===== config.mk =====
export PLATFORM = sky130hd
export DESIGN_NAME = wb_port_arbiter_flat
export DESIGN_NICKNAME = d
export VERILOG_FILES = /design/src/rtl/wb_port_if.sv /design/src/rtl/wb_port_arbiter.sv /design/src/flat_wrapper.sv
export SDC_FILE = /design/constraint.sdc
export NUM_CORES = 1
export LEC_CHECK = 0
export ABC_AREA = 1
export CAP_MARGIN = 30
export CORE_MARGIN = 4
export CORE_UTILIZATION = 43
export DETAILED_ROUTE_END_ITERATION = 16
export PLACE_DENSITY = 0.82
export SETUP_SLACK_MARGIN = 0.05
export SLEW_MARGIN = 20
export SYNTH_ARGS = -nofsm -noshare
export SYNTH_HDL_FRONTEND = slang
export SYNTH_SLANG_ARGS = --single-unit

===== constraint.sdc =====
create_clock -name clk -period 2.2 [get_ports clk]
set_input_delay 0.33 -clock clk [delete_from_list [all_inputs] [get_ports clk]]
set_output_delay 0.33 -clock clk [all_outputs]
set_load 0.02 [all_outputs]

===== src/rtl/wb_port_if.sv =====
// Writeback port bundle: W-stage request, MDU result stream,
// register-file write and hazard/stall outputs.
interface wb_port_if;
   logic        wb_valid;
   logic        wb_reg_write;
   logic [4:0]  wb_rd;
   logic [1:0]  wb_result_src;
   logic [31:0] wb_alu_result;
   logic [31:0] wb_read_data;
   logic [31:0] wb_pc_plus_4;
   logic        mdu_valid;
   logic [4:0]  mdu_rd;
   logic [31:0] mdu_data;
   logic        mdu_ready;
   logic        rf_we;
   logic [4:0]  rf_rd;
   logic [31:0] rf_wdata;
   logic [31:0] pend_mask;
   logic        stall_pipe;

   modport master (
      output wb_valid, wb_reg_write, wb_rd, wb_result_src,
      output wb_alu_result, wb_read_data, wb_pc_plus_4,
      output mdu_valid, mdu_rd, mdu_data,
      input  mdu_ready, rf_we, rf_rd, rf_wdata,
      input  pend_mask, stall_pipe
   );

   modport slave (
      input  wb_valid, wb_reg_write, wb_rd, wb_result_src,
      input  wb_alu_result, wb_read_data, wb_pc_plus_4,
      input  mdu_valid, mdu_rd, mdu_data,
      output mdu_ready, rf_we, rf_rd, rf_wdata,
      output pend_mask, stall_pipe
   );
endinterface


===== src/rtl/wb_port_arbiter.sv =====
// Register-file write port shared by the in-order W stage and a
// compacting FIFO of multiply/divide results.
module wb_port_arbiter #(
   parameter int DEPTH        = 2,
   parameter int STARVE_LIMIT = 4
) (
   input logic      clk,
   input logic      rst_n,
   wb_port_if.slave bus
);
   localparam int CW = $clog2(DEPTH) + 1;
   localparam int AW = (DEPTH > 1) ? $clog2(DEPTH) : 1;

   typedef enum logic {NORMAL, FORCE_DRAIN} state_t;

   logic [4:0]    rd_q  [DEPTH];
   logic [31:0]   dat_q [DEPTH];
   logic [4:0]    rd_d  [DEPTH];
   logic [31:0]   dat_d [DEPTH];
   logic [CW-1:0] cnt_q, cnt_d;
   logic [3:0]    starve_q, starve_d;
   state_t        state_q, state_d;

   logic          pipe_wr, deq, enq;
   logic [31:0]   pipe_dat;
   int            n_keep, n_all;

   logic          rf_we_q;
   logic [4:0]    rf_rd_q;
   logic [31:0]   rf_wdata_q;
   logic [31:0]   pend;

   always_comb begin
      pipe_wr  = bus.wb_valid & bus.wb_reg_write & (bus.wb_rd != 5'd0);
      pipe_dat = bus.wb_result_src[1] ? bus.wb_pc_plus_4 :
                 bus.wb_result_src[0] ? bus.wb_read_data :
                                        bus.wb_alu_result;
      deq      = ~pipe_wr & (cnt_q != '0);
      enq      = bus.mdu_valid & bus.mdu_ready &
                 (bus.mdu_rd != 5'd0) &
                 ~(pipe_wr & (bus.mdu_rd == bus.wb_rd));
   end

   assign bus.mdu_ready = (cnt_q < CW'(DEPTH));

   // Survivors (not dequeued, not squashed) shift down to the head.
   always_comb begin
      rd_d   = rd_q;
      dat_d  = dat_q;
      n_keep = 0;
      for (int i = 0; i < DEPTH; i++) begin
         if (i < int'(cnt_q) && !(deq && i == 0) &&
             !(pipe_wr && rd_q[i] == bus.wb_rd)) begin
            rd_d[AW'(n_keep)]  = rd_q[i];
            dat_d[AW'(n_keep)] = dat_q[i];
            n_keep = n_keep + 1;
         end
      end
      n_all = n_keep;
      if (enq) begin
         rd_d[AW'(n_keep)]  = bus.mdu_rd;
         dat_d[AW'(n_keep)] = bus.mdu_data;
         n_all = n_keep + 1;
      end
      cnt_d = CW'(n_all);
   end

   always_comb begin
      starve_d = 4'd0;
      if (pipe_wr && n_keep != 0) begin
         starve_d = (starve_q < 4'(STARVE_LIMIT)) ?
                    starve_q + 4'd1 : starve_q;
      end
   end

   always_comb begin
      pend = '0;
      for (int i = 0; i < DEPTH; i++) begin
         if (i < int'(cnt_q)) pend[rd_q[i]] = 1'b1;
      end
      pend[0] = 1'b0;
   end

   always_ff @(posedge clk or negedge rst_n) begin
      if (!rst_n) begin
         cnt_q    <= '0;
         starve_q <= 4'd0;
         for (int i = 0; i < DEPTH; i++) begin
            rd_q[i]  <= 5'd0;
            dat_q[i] <= 32'd0;
         end
      end else begin
         cnt_q    <= cnt_d;
         starve_q <= starve_d;
         rd_q     <= rd_d;
         dat_q    <= dat_d;
      end
   end

   always_ff @(posedge clk or negedge rst_n) begin
      if (!rst_n) begin
         rf_we_q    <= 1'b0;
         rf_rd_q    <= 5'd0;
         rf_wdata_q <= 32'd0;
      end else begin
         rf_we_q <= pipe_wr | deq;
         if (pipe_wr) begin
            rf_rd_q    <= bus.wb_rd;
            rf_wdata_q <= pipe_dat;
         end else if (deq) begin
            rf_rd_q    <= rd_q[0];
            rf_wdata_q <= dat_q[0];
         end
      end
   end

   always_ff @(posedge clk or negedge rst_n) begin
      if (!rst_n) state_q <= NORMAL;
      else        state_q <= state_d;
   end

   always_comb begin
      state_d = state_q;
      unique case (state_q)
         NORMAL:
            if (starve_d == 4'(STARVE_LIMIT)) state_d = FORCE_DRAIN;
         FORCE_DRAIN:
            if (cnt_d == '0) state_d = NORMAL;
         default: state_d = NORMAL;
      endcase
   end

   always_comb begin
      bus.stall_pipe = (state_q == FORCE_DRAIN);
   end

   assign bus.rf_we     = rf_we_q;
   assign bus.rf_rd     = rf_rd_q;
   assign bus.rf_wdata  = rf_wdata_q;
   assign bus.pend_mask = pend;
endmodule

===== src/flat_wrapper.sv =====
// flat-port wrapper written by rule: the top's interface ports become plain ports
module wb_port_arbiter_flat 
#(
   parameter int DEPTH        = 2,
   parameter int STARVE_LIMIT = 4
)
  (clk, rst_n, bus_wb_valid, bus_wb_reg_write, bus_wb_rd, bus_wb_result_src, bus_wb_alu_result, bus_wb_read_data, bus_wb_pc_plus_4, bus_mdu_valid, bus_mdu_rd, bus_mdu_data, bus_mdu_ready, bus_rf_we, bus_rf_rd, bus_rf_wdata, bus_pend_mask, bus_stall_pipe);
  wb_port_if bus_i ();
  input logic clk;
  input logic rst_n;
  input wire logic [$bits(bus_i.wb_valid)-1:0] bus_wb_valid;
  input wire logic [$bits(bus_i.wb_reg_write)-1:0] bus_wb_reg_write;
  input wire logic [$bits(bus_i.wb_rd)-1:0] bus_wb_rd;
  input wire logic [$bits(bus_i.wb_result_src)-1:0] bus_wb_result_src;
  input wire logic [$bits(bus_i.wb_alu_result)-1:0] bus_wb_alu_result;
  input wire logic [$bits(bus_i.wb_read_data)-1:0] bus_wb_read_data;
  input wire logic [$bits(bus_i.wb_pc_plus_4)-1:0] bus_wb_pc_plus_4;
  input wire logic [$bits(bus_i.mdu_valid)-1:0] bus_mdu_valid;
  input wire logic [$bits(bus_i.mdu_rd)-1:0] bus_mdu_rd;
  input wire logic [$bits(bus_i.mdu_data)-1:0] bus_mdu_data;
  output wire logic [$bits(bus_i.mdu_ready)-1:0] bus_mdu_ready;
  output wire logic [$bits(bus_i.rf_we)-1:0] bus_rf_we;
  output wire logic [$bits(bus_i.rf_rd)-1:0] bus_rf_rd;
  output wire logic [$bits(bus_i.rf_wdata)-1:0] bus_rf_wdata;
  output wire logic [$bits(bus_i.pend_mask)-1:0] bus_pend_mask;
  output wire logic [$bits(bus_i.stall_pipe)-1:0] bus_stall_pipe;
  assign bus_i.wb_valid = bus_wb_valid;
  assign bus_i.wb_reg_write = bus_wb_reg_write;
  assign bus_i.wb_rd = bus_wb_rd;
  assign bus_i.wb_result_src = bus_wb_result_src;
  assign bus_i.wb_alu_result = bus_wb_alu_result;
  assign bus_i.wb_read_data = bus_wb_read_data;
  assign bus_i.wb_pc_plus_4 = bus_wb_pc_plus_4;
  assign bus_i.mdu_valid = bus_mdu_valid;
  assign bus_i.mdu_rd = bus_mdu_rd;
  assign bus_i.mdu_data = bus_mdu_data;
  assign bus_mdu_ready = bus_i.mdu_ready;
  assign bus_rf_we = bus_i.rf_we;
  assign bus_rf_rd = bus_i.rf_rd;
  assign bus_rf_wdata = bus_i.rf_wdata;
  assign bus_pend_mask = bus_i.pend_mask;
  assign bus_stall_pipe = bus_i.stall_pipe;
  wb_port_arbiter #(.DEPTH(DEPTH), .STARVE_LIMIT(STARVE_LIMIT)) u_core (.clk(clk), .rst_n(rst_n), .bus(bus_i));
endmodule

* Word level (Yosys, flattened, before mapping) *
Cells that the tools add are included.

word-level totals
  bits in registers = 119
  bits of input ports = 145
  output and inout bits = 72
  word-level logic and storage cells = 98

cells by class
  $add $sub $neg = 3
  magnitude comparators = 12
  eq/ne operators = 4
  muxes and demuxes = 36
  bitwise operators = 14
  reduce and logical (&&, ||, !) cells = 19

operators by type and width
  cell                 number
  $mux 32              8
  $bwmux 64            2
  $mux 64              2
  $demux 32 s1         2
  $or 32x32->32        1
  $reduce_bool 32->1   1
  $bwmux 10            2
  $mux 10              2
  $mux 5               4
  $eq 5x5->1           3
  $lt 5x6->1 const B   2
  $demux 1 s5          2
  $demux 5 s1          2
  $ge 5x1->1 const B   2
  $logic_and 1x1->1    10
  $reduce_bool 5->1    2
  $mux 4               2
  $and 1x1->1          7
  $mux 1               5
  $not 1->1            5
  $add 4x1->4 const B  1
  $eq 4x3->1 const B   1
  $ge 1x2->1 const B   2
  $lt 1x2->1 const A   2
  other kinds (11)     16

* Longest topological paths before layout *
  word-level depth = 17
  gate-level depth with buffers = 14
  mapped depth without buffers = 13

* Least setup slack after synthesis *
OpenSTA, ideal clock, no wires.

  kind = register to register
  start = register u_core.rd_q[8] in the netlist's numbering
  end = register u_core.dat_q[38] in the netlist's numbering
  library setup time = 0.130 ns
  data arrival time = 1.805 ns
  required time = 2.070 ns
  setup slack = 0.265 ns
  stages on the path, launching flop included = 15
  buffers on the path = 3
  clock period less this slack = 1.935 ns
  cells stage by stage = dfrtp_1 buf_2 inv_2 nand2_1 a21oi_1 nand3_1 nand2_1 nor2_1 ha_1 inv_1 nand3_4 buf_8 buf_6 nand3_1 o21ai_1

RTL lines
  item                    RTL line               source
  start, declared         wb_port_arbiter.sv:16  logic [4:0] rd_q [DEPTH];
  start signal, assigned  wb_port_arbiter.sv:95  rd_q <= rd_d;
  end signal, assigned    wb_port_arbiter.sv:96  dat_q <= dat_d;
  end, declared           wb_port_arbiter.sv:17  logic [31:0] dat_q [DEPTH];

==> results.yml <==
pwr:
  p_sw_uw: 2446
  swShare: 0.3629
  power.sequential.fraction: 0.351
  clock_power_share: 0.222
  combinationalPowerShare: 0.428
  power_density_nw_per_um2: 885.5
  vdd_drop_max_mv: 0.4712
  static_leakage_uw: 0.003762
  cellInternalPower_uw: 4294
drt:
  count_of_routing_violations_after_the_opening_detailed_route_iteration: 277
  wl_met1_um: 6146
  wire_per_inst_um: 15.74
  ant_nets: 0
  drt_pre_antenna_iters: 4
  met3_length_um: 1112
  routed_wl_um: 15090
  dr_total_vias: 4928
  drc: 0
  via_per_inst: 5.139
  met2WireLength_um: 7590
  top_layer_used: "met4"
worst_setup_path:
  crit_path_cell_trace: "inv_2 > nor2_1 > nor3_1 > nand3_1 > nand2_2 > nor2_2 > ha_1 > inv_1 > nand3_4 > buf_4 > nand3_1 > o21ai_0"
  critPathArrivalTime_ns: 2.31
  worst_setup_path_end_kind: "register"
  worstReg2RegStart: "u_core.rd_q[5]"
  timing.critical_path.slowest_stage_cell: "dfrtp_1"
  timing_worst_setup_path_type: "register to register"
  library_cell_appearing_most_often_on_the_critical_path: "nand3_1"
  rr_worst_depth: 12
  cp.required_ns: 2.40
  peak_per_stage_delay_on_the_critical_path_ns: 0.44
  cp_max_fo: 8
  regToRegEndpoint: "u_core.rd_q[9]"
  setup.reg_to_reg.worst_slack_ns: 0.09
  worstSetupStartpointType: "register"
layout:
  fraction_of_final_layout_cells_with_drive_strength_greater_than_1: 0.1319
  area_growth_pct: 57.06
  post-route-util: 0.6960
  antenna_cells_inserted: 0
  fin_cells: 959
  fin_nets: 963
clock_tree:
  clockRootBuffer: "clkbuf_16"
  ctsLongestPathBuffers: 2
  clock_tree_from_tritoncts: "done"
  cts_hold_buffers: 0
  clock_pin_slew_on_the_worst_setup_and_hold_paths_ns: 0.06
  cts.sinks: 82
  htree_levels: 3
  insertion_delay_ns: 0.33
  cts_inserted_buffers: 9
timing:
  max-slew-margin-rel: 0.5781
  timing.final.max_slew_violations: 0
  worst_max_slew_pin_slew_ns: 0.6328
  rsz0062_at_grt: "yes"
  timing.clock.skew_ns: 0.006544
  setup_ws_ns: 0.08946
  setup-violations-final: 0
  hold_violations: 0
  max_freq_mhz: 473.8
  finalCritPeriodShare: 0.9593
  final_period_minus_worst_setup_slack_ns: 2.111
floorplanning:
  core_area_um2: 10940
  die_y_um: 114.2
  rows: 38
  die_area_um2: 13030
  dieWidth_um: 114.2
  top_level_ports: 217
  initial_core_util: 0.4431
logic_synthesis:
  synth.ff_latch_count: 82
  syn-instance-count: 598
  syn-cell-area_um2: 4846
  synth_largest_type_area_fraction: 0.4234
  synth_fp_nets: 747
  yosys_warnings: 0
  synth_cell_types: 38
  synth_largest_area_cell: "dfrtp_1"
  synth-seq-area-share: 0.4234
  synth_top_cells_by_area: "dfrtp_1 (42%), nand3_1 (9.7%), nand2_1 (9.1%)"
  avgSynthCellArea_um2: 8.104
grt:
  track_usage: 0.2251
  grt_first_pass_wirelength_um: 24010
  globalRouteOverflowTotal: 0
  antenna_found_initial: 0
  grt_max_degree: 49
  via_count_of_the_first_global_routing_pass: 4968
status:
  status: "completed"
worst_hold_path:
  hold_removal_path_class: "input port to async pin"
place:
  placedCellCount: 937
  place_worst_setup_slack_ns: -0.2972
  routabilityCongestion: 0.8594
  hpwlAfterDp_um: 11500
  place.port_buffers: 215
flow_run:
  max_cap_violations: 0
-- critical path, delay by kind of cell (launching register included) --
| family | cells | cell delay [ns] |
|---|---|---|
| flops | 1 | 0.44 |
| buf+inv | 3 | 0.46 |
| compound gates | 1 | 0.09 |
| fa+ha+maj | 1 | 0.28 |
| simple gates | 7 | 0.71 |
-- kinds of logic after synthesis --
group / count (synthesis) / share of synthesized area
flops: 82 / 0.4234
buf+inv: 98 / 0.09372
mux: 33 / 0.06816
other cells: 1 / 0.0007739
compound gates: 79 / 0.09760
simple gates: 293 / 0.2915
xor+xnor: 8 / 0.01446
fa+ha+maj: 4 / 0.01033
-- cell usage after synthesis --
cell / number
clkbuf_2: 1
buf_8: 2
nor3_1: 2
buf_12: 1
nand3b_1: 1
buf_6: 2
buf_1: 1
conb_1: 1
o21ai_2: 17
nand3_1: 94
o21ai_1: 15
dfrtp_1: 82
xnor2_1: 2
clkbuf_1: 18
nand2_2: 1
inv_4: 1
nor2_1: 48
a221oi_1: 1
nand3_2: 21
buf_2: 11
nand4_1: 1
nor2_4: 1
o311ai_0: 1
xor2_1: 6
nand3_4: 2
mux2i_1: 33
or2_2: 1
nand2_4: 1
inv_2: 2
nor2_2: 3
o21ai_0: 39
a21oi_1: 4
inv_1: 55
nand2_1: 117
o2bb2ai_1: 1
buf_4: 4
ha_1: 4
o211ai_1: 1
-- metrics by stage --
stage               setup TNS, ns  total power (uW)  cell area, um^2  hold WS (ns)
floorplan                       0              3868             4846       0.03441
global placement           -5.323              5099             7194        0.3792
detailed placement         -8.446              5190             7194        0.3819
CTS                        -1.006              6681             7470       0.03635
global route             -0.01971              7143             7611       0.05717
finish                          0              6740             7611       0.01698
-- power groups by stage --
| stage | clock [uW] | sequential [uW] | combinational, uW |
|---|---|---|---|
| after floorplan | 0 | 2630 | 1240 |
| after global placement | 0 | 2360 | 2740 |
| after detailed placement | 0 | 2370 | 2820 |
| after CTS | 1510 | 2360 | 2810 |
| after global routing | 1580 | 2430 | 3130 |
| final | 1490 | 2360 | 2880 |
-- worst max path at each step --
stage                   start               endpoint  slack, ns  cells past startpoint
6_report       u_core.rd_q[5]         u_core.rd_q[9]       0.09                     12
3_3_place_gp     bus_wb_rd[4]  u_core.bus.stall_pipe      -0.17                     13
2_1_floorplan  u_core.rd_q[8]       u_core.dat_q[38]       0.26                     14
4_1_cts        u_core.rd_q[5]       bus_pend_mask[7]      -0.17                      5
5_1_grt        u_core.rd_q[5]       u_core.dat_q[34]      -0.01                     12
3_5_place_dp     bus_wb_rd[2]  u_core.bus.stall_pipe      -0.30                     14
-- layout by cell type, fill, tap and decap left out, drive strengths merged --
cell type,count
o211ai,1
nand3b,1
clkbuf,14
mux2i,33
clkdlybuf4s50,176
o21ai,71
o311ai,1
clkinvlp,1
inv,58
conb,1
or2,1
nand2,119
ha,4
a221oi,1
nand3,117
bufinv,1
xor2,6
xnor2,2
dfrtp,82
o2bb2ai,1
buf,31
nor3,2
dlymetal6s2s,13
nand4,1
dlygate4sd2,23
a21oi,4
nor2,52
clkinv,2
-- cell type report --
class	instances	area, um^2
timing repair buffer	245	2491
clock buffer	12	246.5
tap	140	175.2
inverter	58	220.2
clock inverter	4	51.30
sequential	82	2054
multi-input combinational	418	2372
fill	878	3324
-- registers in the layout (all words and copies together), names as in the netlist --
signal,flops
u_core.bus.rf_rd,5
u_core.cnt_q,2
u_core.rd_q,5
u_core.dat_q,32
u_core.bus.rf_we,1
u_core.bus.stall_pipe,1
u_core.starve_q,4
u_core.bus.rf_wdata,32
-- layer usage --
| layer | GRT usage | vias up |
|---|---|---|
| met5 | 0 | - |
| met2 | 0.3931 | 194 |
| met1 | 0.2790 | 2314 |
| met4 | 0.06809 | 0 |
| met3 | 0.04810 | 24 |
| li1 | - | 2396 |
-- repair_timing --
action	CTS	global route
buffers inserted	0	4
cloned	0	2
pin swaps	0	3
resized for setup	25	25
setup endpoints to repair	32	60
Note: power is estimated with default switching activity, not from simulation.
